==> config.mk <==
export PLATFORM = sky130hd
export DESIGN_NAME = ps2_rx_decoder_flat
export DESIGN_NICKNAME = d
export VERILOG_FILES = /design/src/rtl/ps2_rx_decoder_if.sv /design/src/rtl/ps2_rx_decoder.sv /design/src/flat_wrapper.sv
export SDC_FILE = /design/constraint.sdc
export NUM_CORES = 1
export LEC_CHECK = 0
export BUFFER_PORTS_ARGS = -buffer_cell sky130_fd_sc_hd__buf_2
export CORE_ASPECT_RATIO = 0.9
export CORE_MARGIN = 2
export CORE_UTILIZATION = 48
export CTS_CLUSTER_DIAMETER = 50
export CTS_CLUSTER_SIZE = 40
export DETAILED_ROUTE_END_ITERATION = 12
export HOLD_SLACK_MARGIN = 0.08
export PLACE_DENSITY = 0.78
export SYNTH_ARGS = -nofsm -noshare
export SYNTH_HDL_FRONTEND = slang
export SYNTH_SLANG_ARGS = --single-unit
==> constraint.sdc <==
create_clock -name clk -period 1.84 [get_ports clk]
set_input_delay 0.276 -clock clk [delete_from_list [all_inputs] [get_ports clk]]
set_output_delay 0.276 -clock clk [all_outputs]
set_load 0.01 [all_outputs]
==> src/rtl/ps2_rx_decoder_if.sv <==
// PS/2 receive bundle: raw PS/2 lines in, decoded key event and frame error out.
interface ps2_rx_decoder_if;
    logic        ps2_clk_i;
    logic        ps2_data_i;
    logic [10:0] ps2_key;
    logic        frame_err;

    modport master (output ps2_clk_i, output ps2_data_i, input ps2_key, input frame_err);
    modport slave  (input ps2_clk_i, input ps2_data_i, output ps2_key, output frame_err);
endinterface

==> src/rtl/ps2_rx_decoder.sv <==
// PS/2 keyboard receiver: synchronise, filter the PS/2 clock, deframe bytes and decode scan-code prefixes.
// Optional macro PS2_PARITY_CHECK_EN rejects frames with bad odd parity.
module ps2_rx_decoder #(
    parameter int unsigned FILTER_LEN  = 8,
    parameter int unsigned TIMEOUT_CYC = 100000
) (
    input  logic               clk,
    input  logic               reset_n,
    ps2_rx_decoder_if.slave    bus
);
    localparam int unsigned FCW = $clog2(FILTER_LEN + 1);
    localparam int unsigned TCW = $clog2(TIMEOUT_CYC + 1);

    typedef enum logic [1:0] {IDLE, DATA, PARITY, STOP} state_e;

    state_e          state_q, state_d;
    logic            clk_s1_q, clk_s1_d, clk_s2_q, clk_s2_d;
    logic            dat_s1_q, dat_s1_d, dat_s2_q, dat_s2_d;
    logic            flt_clk_q, flt_clk_d;
    logic [FCW-1:0]  flt_cnt_q, flt_cnt_d;
    logic [TCW-1:0]  tout_q, tout_d;
    logic [2:0]      bit_cnt_q, bit_cnt_d;
    logic [7:0]      shift_q, shift_d;
    logic            parity_q, parity_d;
    logic            ext_q, ext_d;
    logic            brk_q, brk_d;
    logic [2:0]      skip_q, skip_d;
    logic [10:0]     key_q, key_d;
    logic            ferr_q, ferr_d;
    logic            fall_c;
    logic            parity_fail_c;

    always_ff @(posedge clk) begin
        if (!reset_n) begin
            state_q   <= IDLE;
            clk_s1_q  <= 1'b1;
            clk_s2_q  <= 1'b1;
            dat_s1_q  <= 1'b1;
            dat_s2_q  <= 1'b1;
            flt_clk_q <= 1'b1;
            flt_cnt_q <= '0;
            tout_q    <= '0;
            bit_cnt_q <= '0;
            shift_q   <= '0;
            parity_q  <= 1'b0;
            ext_q     <= 1'b0;
            brk_q     <= 1'b0;
            skip_q    <= '0;
            key_q     <= '0;
            ferr_q    <= 1'b0;
        end else begin
            state_q   <= state_d;
            clk_s1_q  <= clk_s1_d;
            clk_s2_q  <= clk_s2_d;
            dat_s1_q  <= dat_s1_d;
            dat_s2_q  <= dat_s2_d;
            flt_clk_q <= flt_clk_d;
            flt_cnt_q <= flt_cnt_d;
            tout_q    <= tout_d;
            bit_cnt_q <= bit_cnt_d;
            shift_q   <= shift_d;
            parity_q  <= parity_d;
            ext_q     <= ext_d;
            brk_q     <= brk_d;
            skip_q    <= skip_d;
            key_q     <= key_d;
            ferr_q    <= ferr_d;
        end
    end

    // Two-stage synchronisers, then a run-length filter on the PS/2 clock.
    always_comb begin
        clk_s1_d  = bus.ps2_clk_i;
        clk_s2_d  = clk_s1_q;
        dat_s1_d  = bus.ps2_data_i;
        dat_s2_d  = dat_s1_q;
        flt_clk_d = flt_clk_q;
        flt_cnt_d = '0;
        if (clk_s2_q != flt_clk_q) begin
            if (flt_cnt_q == FCW'(FILTER_LEN - 1)) begin
                flt_clk_d = clk_s2_q;
            end else begin
                flt_cnt_d = flt_cnt_q + FCW'(1);
            end
        end
        fall_c = flt_clk_q & ~flt_clk_d;
    end

`ifdef PS2_PARITY_CHECK_EN
    assign parity_fail_c = ~(^{shift_q, parity_q});
`else
    // Parity is captured for completeness but never rejects a frame.
    assign parity_fail_c = parity_q & 1'b0;
`endif

    // Frame FSM, prefix decoding and inter-edge timeout.
    always_comb begin
        state_d   = state_q;
        tout_d    = '0;
        bit_cnt_d = bit_cnt_q;
        shift_d   = shift_q;
        parity_d  = parity_q;
        ext_d     = ext_q;
        brk_d     = brk_q;
        skip_d    = skip_q;
        key_d     = key_q;
        ferr_d    = 1'b0;

        if (state_q != IDLE && !fall_c) begin
            tout_d = tout_q + TCW'(1);
        end

        case (state_q)
            IDLE: begin
                if (fall_c) begin
                    if (!dat_s2_q) begin
                        state_d   = DATA;
                        bit_cnt_d = '0;
                    end else begin
                        ferr_d = 1'b1;
                    end
                end
            end
            DATA: begin
                if (fall_c) begin
                    shift_d   = {dat_s2_q, shift_q[7:1]};
                    bit_cnt_d = bit_cnt_q + 3'd1;
                    if (bit_cnt_q == 3'd7) begin
                        state_d = PARITY;
                    end
                end
            end
            PARITY: begin
                if (fall_c) begin
                    parity_d = dat_s2_q;
                    state_d  = STOP;
                end
            end
            STOP: begin
                if (fall_c) begin
                    state_d = IDLE;
                    if (!dat_s2_q || parity_fail_c) begin
                        ferr_d = 1'b1;
                    end else if (skip_q != 3'd0) begin
                        skip_d = skip_q - 3'd1;
                    end else if (shift_q == 8'hE1) begin
                        skip_d = 3'd7;
                    end else if (shift_q == 8'hE0) begin
                        ext_d = 1'b1;
                    end else if (shift_q == 8'hF0) begin
                        brk_d = 1'b1;
                    end else if (ext_q && (shift_q == 8'h12 || shift_q == 8'h59)) begin
                        ext_d = 1'b0;
                        brk_d = 1'b0;
                    end else begin
                        key_d = {~key_q[10], ~brk_q, ext_q, shift_q};
                        ext_d = 1'b0;
                        brk_d = 1'b0;
                    end
                end
            end
            default: state_d = IDLE;
        endcase

        if (state_q != IDLE && !fall_c && tout_q == TCW'(TIMEOUT_CYC - 1)) begin
            state_d   = IDLE;
            tout_d    = '0;
            bit_cnt_d = '0;
            ext_d     = 1'b0;
            brk_d     = 1'b0;
            skip_d    = '0;
            ferr_d    = 1'b1;
        end
    end

    assign bus.ps2_key   = key_q;
    assign bus.frame_err = ferr_q;
endmodule

==> src/flat_wrapper.sv <==
// flat-port wrapper written by rule: the top's interface ports become plain ports
module ps2_rx_decoder_flat 
#(
    parameter int unsigned FILTER_LEN  = 8,
    parameter int unsigned TIMEOUT_CYC = 100000
)
  (clk, reset_n, bus_ps2_clk_i, bus_ps2_data_i, bus_ps2_key, bus_frame_err);
  ps2_rx_decoder_if bus_i ();
  input  logic clk;
  input  logic reset_n;
  input wire logic [$bits(bus_i.ps2_clk_i)-1:0] bus_ps2_clk_i;
  input wire logic [$bits(bus_i.ps2_data_i)-1:0] bus_ps2_data_i;
  output wire logic [$bits(bus_i.ps2_key)-1:0] bus_ps2_key;
  output wire logic [$bits(bus_i.frame_err)-1:0] bus_frame_err;
  assign bus_i.ps2_clk_i = bus_ps2_clk_i;
  assign bus_i.ps2_data_i = bus_ps2_data_i;
  assign bus_ps2_key = bus_i.ps2_key;
  assign bus_frame_err = bus_i.frame_err;
  ps2_rx_decoder #(.FILTER_LEN(FILTER_LEN), .TIMEOUT_CYC(TIMEOUT_CYC)) u_core (.clk(clk), .reset_n(reset_n), .bus(bus_i));
endmodule
# After elaboration in Yosys (flattened, before gate mapping)
# Cells that the tools add are included.
[word_totals]
register_bits = 56
input_bits = 4
output_inout_bits = 12
word_cells = 94
[op_classes]
add_sub_neg = 4
eq_ne = 19
n_mux = 24
bitwise = 12
n_reduce_logical = 20
[op_table]
columns = ["operator", "count"]
rows = [
  ["$eq 8x8->1 const B", 3],
  ["$reduce_and 6->1", 3],
  ["$add 17x1->17 const B", 1],
  ["$eq 17x17->1 const B", 1],
  ["$mux 3", 5],
  ["$mux 2", 6],
  ["$ne 2x1->1 const B", 6],
  ["$not 1->1", 11],
  ["$mux 1", 10],
  ["$eq 8x5->1 const B", 1],
  ["$eq 8x7->1 const B", 1],
  ["$pmux 2 s4", 1],
  ["$reduce_and 4->1", 2],
  ["$reduce_and 8->1", 1],
  ["$pmux 3 s2", 1],
  ["$reduce_bool 2->1", 3],
  ["$reduce_or 3->1", 2],
  ["$add 4x1->4 const B", 1],
  ["$eq 2x2->1 const B", 2],
  ["$eq 4x3->1 const B", 1],
  ["$add 3x1->3 const B", 1],
  ["$eq 3x3->1 const B", 1],
  ["$logic_and 1x1->1", 3],
  ["$reduce_bool 3->1", 1],
  ["other kinds (11)", 11],
]

# Logic depth before layout (Yosys ltp)
[depth]
word_depth = 9
depth_mapped = 8
ltp_nobuf = 7

# Worst setup path before layout
# Ideal clock, no wire load.
[synth_timing]
path_kind = "flip-flop to flip-flop"
startpoint = "register u_core.skip_q[0]"
endpoint = "register u_core.ext_q"
setup_ns = 0.077
t_arrival_ns = 1.850
t_required_ns = 1.763
slack_ns = -0.086
path_stages_with_launch = 8
n_path_buf = 0
synth_period_minus_slack_ns = 1.926
cell_sequence = "dfxtp_1 > inv_1 > ha_1 > ha_1 > inv_1 > or4_4 > or4b_1 > a31oi_1"
[synth_via]
elab_chain_cells = 3
[synth_rtl]
columns = ["item", "line_no", "text"]
rows = [
  ["from (decl)", "ps2_rx_decoder.sv:27", "logic [2:0] skip_q, skip_d;"],
  ["from (signal assigned)", "ps2_rx_decoder.sv:65", "skip_q <= skip_d;"],
  ["$reduce_bool 3->1", "ps2_rx_decoder.sv:144", "end else if (skip_q != 3'd0) begin"],
  ["$not 1->1 (no source line)", "--", ""],
  ["$reduce_and 6->1 (no source line)", "--", ""],
  ["to (signal assigned)", "ps2_rx_decoder.sv:63", "ext_q <= ext_d;"],
  ["to (decl)", "ps2_rx_decoder.sv:25", "logic ext_q, ext_d;"],
]
# No other way between the ends.
# A chain may end at the register's enable or synchronous reset.

# Worst setup path in the final report
# Ends and elaborated chain as after synthesis.

==> flow_summary.rst <==
.. list-table::
   :header-rows: 1

   * - Metric
     - Value
   * - Routed WL per cell
     - 12.62 µm
   * - Cell variety after synth
     - 47
   * - Maximum ir drop on the vdd rail
     - about 0.00058 V
   * - Area growth from synthesis to final layout
     - 21.12%
   * - Clock latency on the worst-skew pair
     - 0.31 ns
   * - Top achievable clock speed
     - 0.5313 GHz
   * - Number of antenna violations at the first check in global routing
     - 0
   * - Power Density
     - ~640 nW/µm²
   * - Most common flop cell mapped by yosys
     - sky130_fd_sc_hd__dfxtp_1
   * - Area share of the leading cell type in the synthesized netlist
     - 0.4420
   * - Hold Path Class
     - in2reg
   * - Floorplan die height
     - roughly 73 µm
   * - Number of buffers created by CTS
     - 5
   * - Overall routing resource usage
     - 0.1802
   * - Reg2Reg Setup Slack
     - -0.04 ns
   * - Run status
     - finished, violations left
   * - Largest net degree at the start of global routing
     - 38
   * - Total number of placement rows
     - 25
   * - Total core area
     - approximately 5200 µm²
   * - Cell leakage power
     - 1.213 nW
   * - End of the worst hold path
     - u_core.dat_s1_q
   * - Wire length after detailed routing
     - ~4800 µm
   * - Synth Cell Area
     - around 2500 µm²
   * - Aggregate negative setup slack
     - -0.1017 ns
   * - Layout cells sized above 1
     - 0.2428
   * - Average cell area after synthesis
     - roughly 9.4 µm²
   * - First-pass GRT wire length
     - roughly 8400 µm
   * - Final core occ
     - 0.5952
   * - Worst slack at placement
     - -0.3263 ns
   * - Internal power contribution
     - approximately 1.5 mW
   * - Switching pwr
     - roughly 440 µW
   * - Clock transition at path regs
     - roughly 0.11 ns
   * - Port Buffers
     - 15
   * - YS warnings
     - 0
   * - Async S/R FF share, synth
     - 0
   * - Worst reg2reg startpoint
     - u_core.skip_q[0]
   * - Final worst clock skew
     - 0.01236 ns
   * - Syn nets
     - about 280
   * - Logic gate share of total power
     - 0.022
   * - Detailed-routing iteration count for the pre-antenna-repair pass
     - 4
   * - Ratio of final minimum period to clock period
     - 1.023
   * - H-tree lvl count
     - 2
   * - Hold Path Origin
     - bus_ps2_data_i
   * - Relative slew margins
     - 0.6746
   * - Worst-case setup margin in the final layout
     - -0.04215 ns
   * - Overflow left after global routing
     - 0
   * - Half-perimeter wire length after placement
     - between 3000 and 4000 µm
   * - Number of global-route vias before repair
     - 1902
   * - Violations in the final reports
     - setup timing
   * - Number of cells on the worst reg-to-reg path
     - 7
   * - Final number of max-transition violations
     - 0
   * - Floorplan die width
     - around 81 µm
   * - Total setup violations reported at the end of the flow
     - 5
   * - Share of power burned in the clock network
     - 0.356
   * - Worst setup path category
     - reg2reg
   * - Worst Max-Slew Pin Slew
     - roughly 0.48 ns
   * - Initial DRC count
     - 81
   * - Hold-critical path depth
     - 2
   * - Total die area
     - approximately 5900 µm²
   * - Synth area leaders
     - sky130_fd_sc_hd__dfxtp_1 44%, sky130_fd_sc_hd__mux2i_1 7.9%, sky130_fd_sc_hd__xor2_1 5.2%
   * - Maximum count of clock buffers along a single path
     - 2
   * - TritonCTS clock tree
     - yes
   * - Total number of nets in the final design
     - roughly 330
   * - Remaining design rule violation count
     - 0
   * - Flip-flop and latch count after synthesis
     - 56
   * - DR vias
     - around 2000
   * - Remaining antenna violation count after routing
     - 0
   * - Largest fanout of any net on the critical path
     - 4
   * - Final estimated routing congestion in global placement
     - about 0.90
   * - Data arrival time at the worst-slack endpoint
     - 2.13 ns
   * - Portion of the post-synthesis area used by sequential elements
     - 0.4420
   * - RSZ-0062 raised after global routing
     - true
   * - Vias per Instance
     - around 5.2
   * - Total design power
     - about 2.0 mW
   * - Number of failing hold endpoints at the final stage
     - 0
   * - Worst setup EP type
     - register
   * - Max-cap violation count
     - 0
   * - Boundary pin count
     - 16
   * - Gate count of the mapped netlist
     - 270
   * - Shortest period the worst path allows
     - 1.882 ns
   * - Number of enable flip-flop cells after synthesis
     - 0
   * - Top cell type by total area after synthesis
     - sky130_fd_sc_hd__dfxtp_1
   * - Number of antenna repair diodes
     - 0
   * - Clock tree root driver cell
     - sky130_fd_sc_hd__clkbuf_8
   * - Net Sw Frac
     - 0.2264
   * - Worst path required time
     - between 2 and 2.5 ns
   * - Starting Density
     - 0.4914
   * - Element type at the critical path start
     - register
   * - Worst R2R End
     - u_core.ext_q
   * - Clk sink count
     - 56
   * - Part of the power in registers
     - 0.622
-- repair_timing --
item,in CTS,in global routing
pin swaps,3,1
endpoints found under the setup margin,15,14
gates resized for setup,11,1
hold endpoints to repair,0,0
setup buffers,2,0
hold buffers,0,0
-- sequential cells by signal (all words and copies together), names as in the netlist --
name                  cells
u_core.bit_cnt_q          3
u_core.brk_q              1
u_core.bus.frame_err      1
u_core.bus.ps2_key       11
u_core.clk_s1_q           1
u_core.clk_s2_q           1
u_core.dat_s1_q           1
u_core.dat_s2_q           1
u_core.ext_q              1
u_core.flt_clk_q          1
u_core.flt_cnt_q          4
u_core.shift_q            8
u_core.skip_q             3
u_core.state_q            2
u_core.tout_q            17
-- area by class of cell --
class                   instances  area [µm²]
clock buffers                   5       68.82
multi-input cells             194        1401
clock inverters                 3       27.53
repair buffers                 45       325.3
fillers                       446        2090
well taps                      67       83.83
inverters                      10       37.54
flip-flops and latches         56        1127
-- synthesized netlist by cell type (2+ instances only) --
library cell	number
sky130_fd_sc_hd__a31oi_1	3
sky130_fd_sc_hd__nand2b_1	7
sky130_fd_sc_hd__and3_1	3
sky130_fd_sc_hd__clkbuf_1	9
sky130_fd_sc_hd__nand4_1	10
sky130_fd_sc_hd__or3_1	2
sky130_fd_sc_hd__ha_1	10
sky130_fd_sc_hd__xnor2_1	2
sky130_fd_sc_hd__mux2i_1	20
sky130_fd_sc_hd__or4b_1	2
sky130_fd_sc_hd__nor2b_1	9
sky130_fd_sc_hd__nand3_1	11
sky130_fd_sc_hd__and4_1	4
sky130_fd_sc_hd__nand2_1	28
sky130_fd_sc_hd__o21ai_0	2
sky130_fd_sc_hd__a22oi_1	2
sky130_fd_sc_hd__inv_1	10
sky130_fd_sc_hd__a21oi_1	8
sky130_fd_sc_hd__nor4_1	2
sky130_fd_sc_hd__a31o_2	2
sky130_fd_sc_hd__dfxtp_1	56
sky130_fd_sc_hd__nor3_1	4
sky130_fd_sc_hd__nor2_1	24
sky130_fd_sc_hd__xor2_1	15
sky130_fd_sc_hd__nor4bb_1	2
sky130_fd_sc_hd__and2_1	2
-- how the worst max path moves through the flow --
stage                      startpoint                      to  slack [ns]  cells after the start
floorplan           u_core.state_q[0]            u_core.ext_q       0.001                      5
global placement     u_core.skip_q[0]   u_core.bus.ps2_key[3]       -0.21                      7
detailed placement   u_core.skip_q[0]  u_core.bus.ps2_key[10]       -0.33                      7
CTS                  u_core.skip_q[0]            u_core.ext_q       -0.08                      7
global route         u_core.skip_q[0]            u_core.ext_q       -0.14                      7
finish               u_core.skip_q[0]            u_core.ext_q       -0.04                      7
-- critical path, cell delays in order, from the launching register on --
cell and delay, ns:
sky130_fd_sc_hd__dfxtp_2 0.34, sky130_fd_sc_hd__inv_2 0.06, sky130_fd_sc_hd__ha_4 0.14, sky130_fd_sc_hd__ha_4 0.13, sky130_fd_sc_hd__inv_2 0.03, sky130_fd_sc_hd__or4_4 0.45
sky130_fd_sc_hd__or4b_1 0.53, sky130_fd_sc_hd__a31oi_1 0.13
-- layer usage --
layer,GRT usage,routed length (µm),up-vias
li1,-,-,1029
met1,0.2236,2340,911
met3,0.03960,160,4
met2,0.3139,2261,33
met4,0.05461,35,0
met5,0,0,-
-- logic make-up (layout without fill, tap and decap cells) --
| family | count (synthesis) | count (layout) | share of synthesized area |
|---|---|---|---|
| buffers and inverters | 20 | 63 | 0.03256 |
| adders and majority gates | 10 | 10 | 0.04933 |
| and+or+nand+nor | 121 | 121 | 0.2674 |
| muxes | 20 | 20 | 0.07893 |
| DFF | 56 | 56 | 0.4420 |
| AOI/OAI and AO/OA | 26 | 26 | 0.07104 |
| xor gates and xnor gates | 17 | 17 | 0.05871 |
-- per-stage QoR --
step	hold slack [ns]	cells	cell area [µm²]
finish	0.1460	380	3072
global route	0.1505	380	3072
CTS	0.1443	380	3065
detailed placement	0.4043	370	2900
global placement	0.3900	370	2900
floorplan	0.3775	270	2564
-- cell usage in the layout, fill, tap and decap left out, drive strengths merged, types with 3 or more instances in the layout --
cell type	instances
dfxtp	56
buf	45
nand2	28
nor2	25
mux2i	20
xor2	15
nand3	11
inv	11
nand4	10
ha	10
nor2b	9
a21oi	8
nand2b	8
clkbuf	5
and4	4
nor3	4
and3	3
a31oi	3
o21ai	3
-- power groups by stage --
stage / clock (mW) / combinational [mW] / sequential, mW
2_1_floorplan: 0 / 0.0249 / 1.25
3_3_place_gp: 0 / 0.0417 / 1.25
3_5_place_dp: 0 / 0.0425 / 1.25
4_1_cts: 0.718 / 0.0429 / 1.22
5_1_grt: 0.773 / 0.0478 / 1.22
6_report: 0.696 / 0.0426 / 1.22
(Power assumes the default switching activity.)
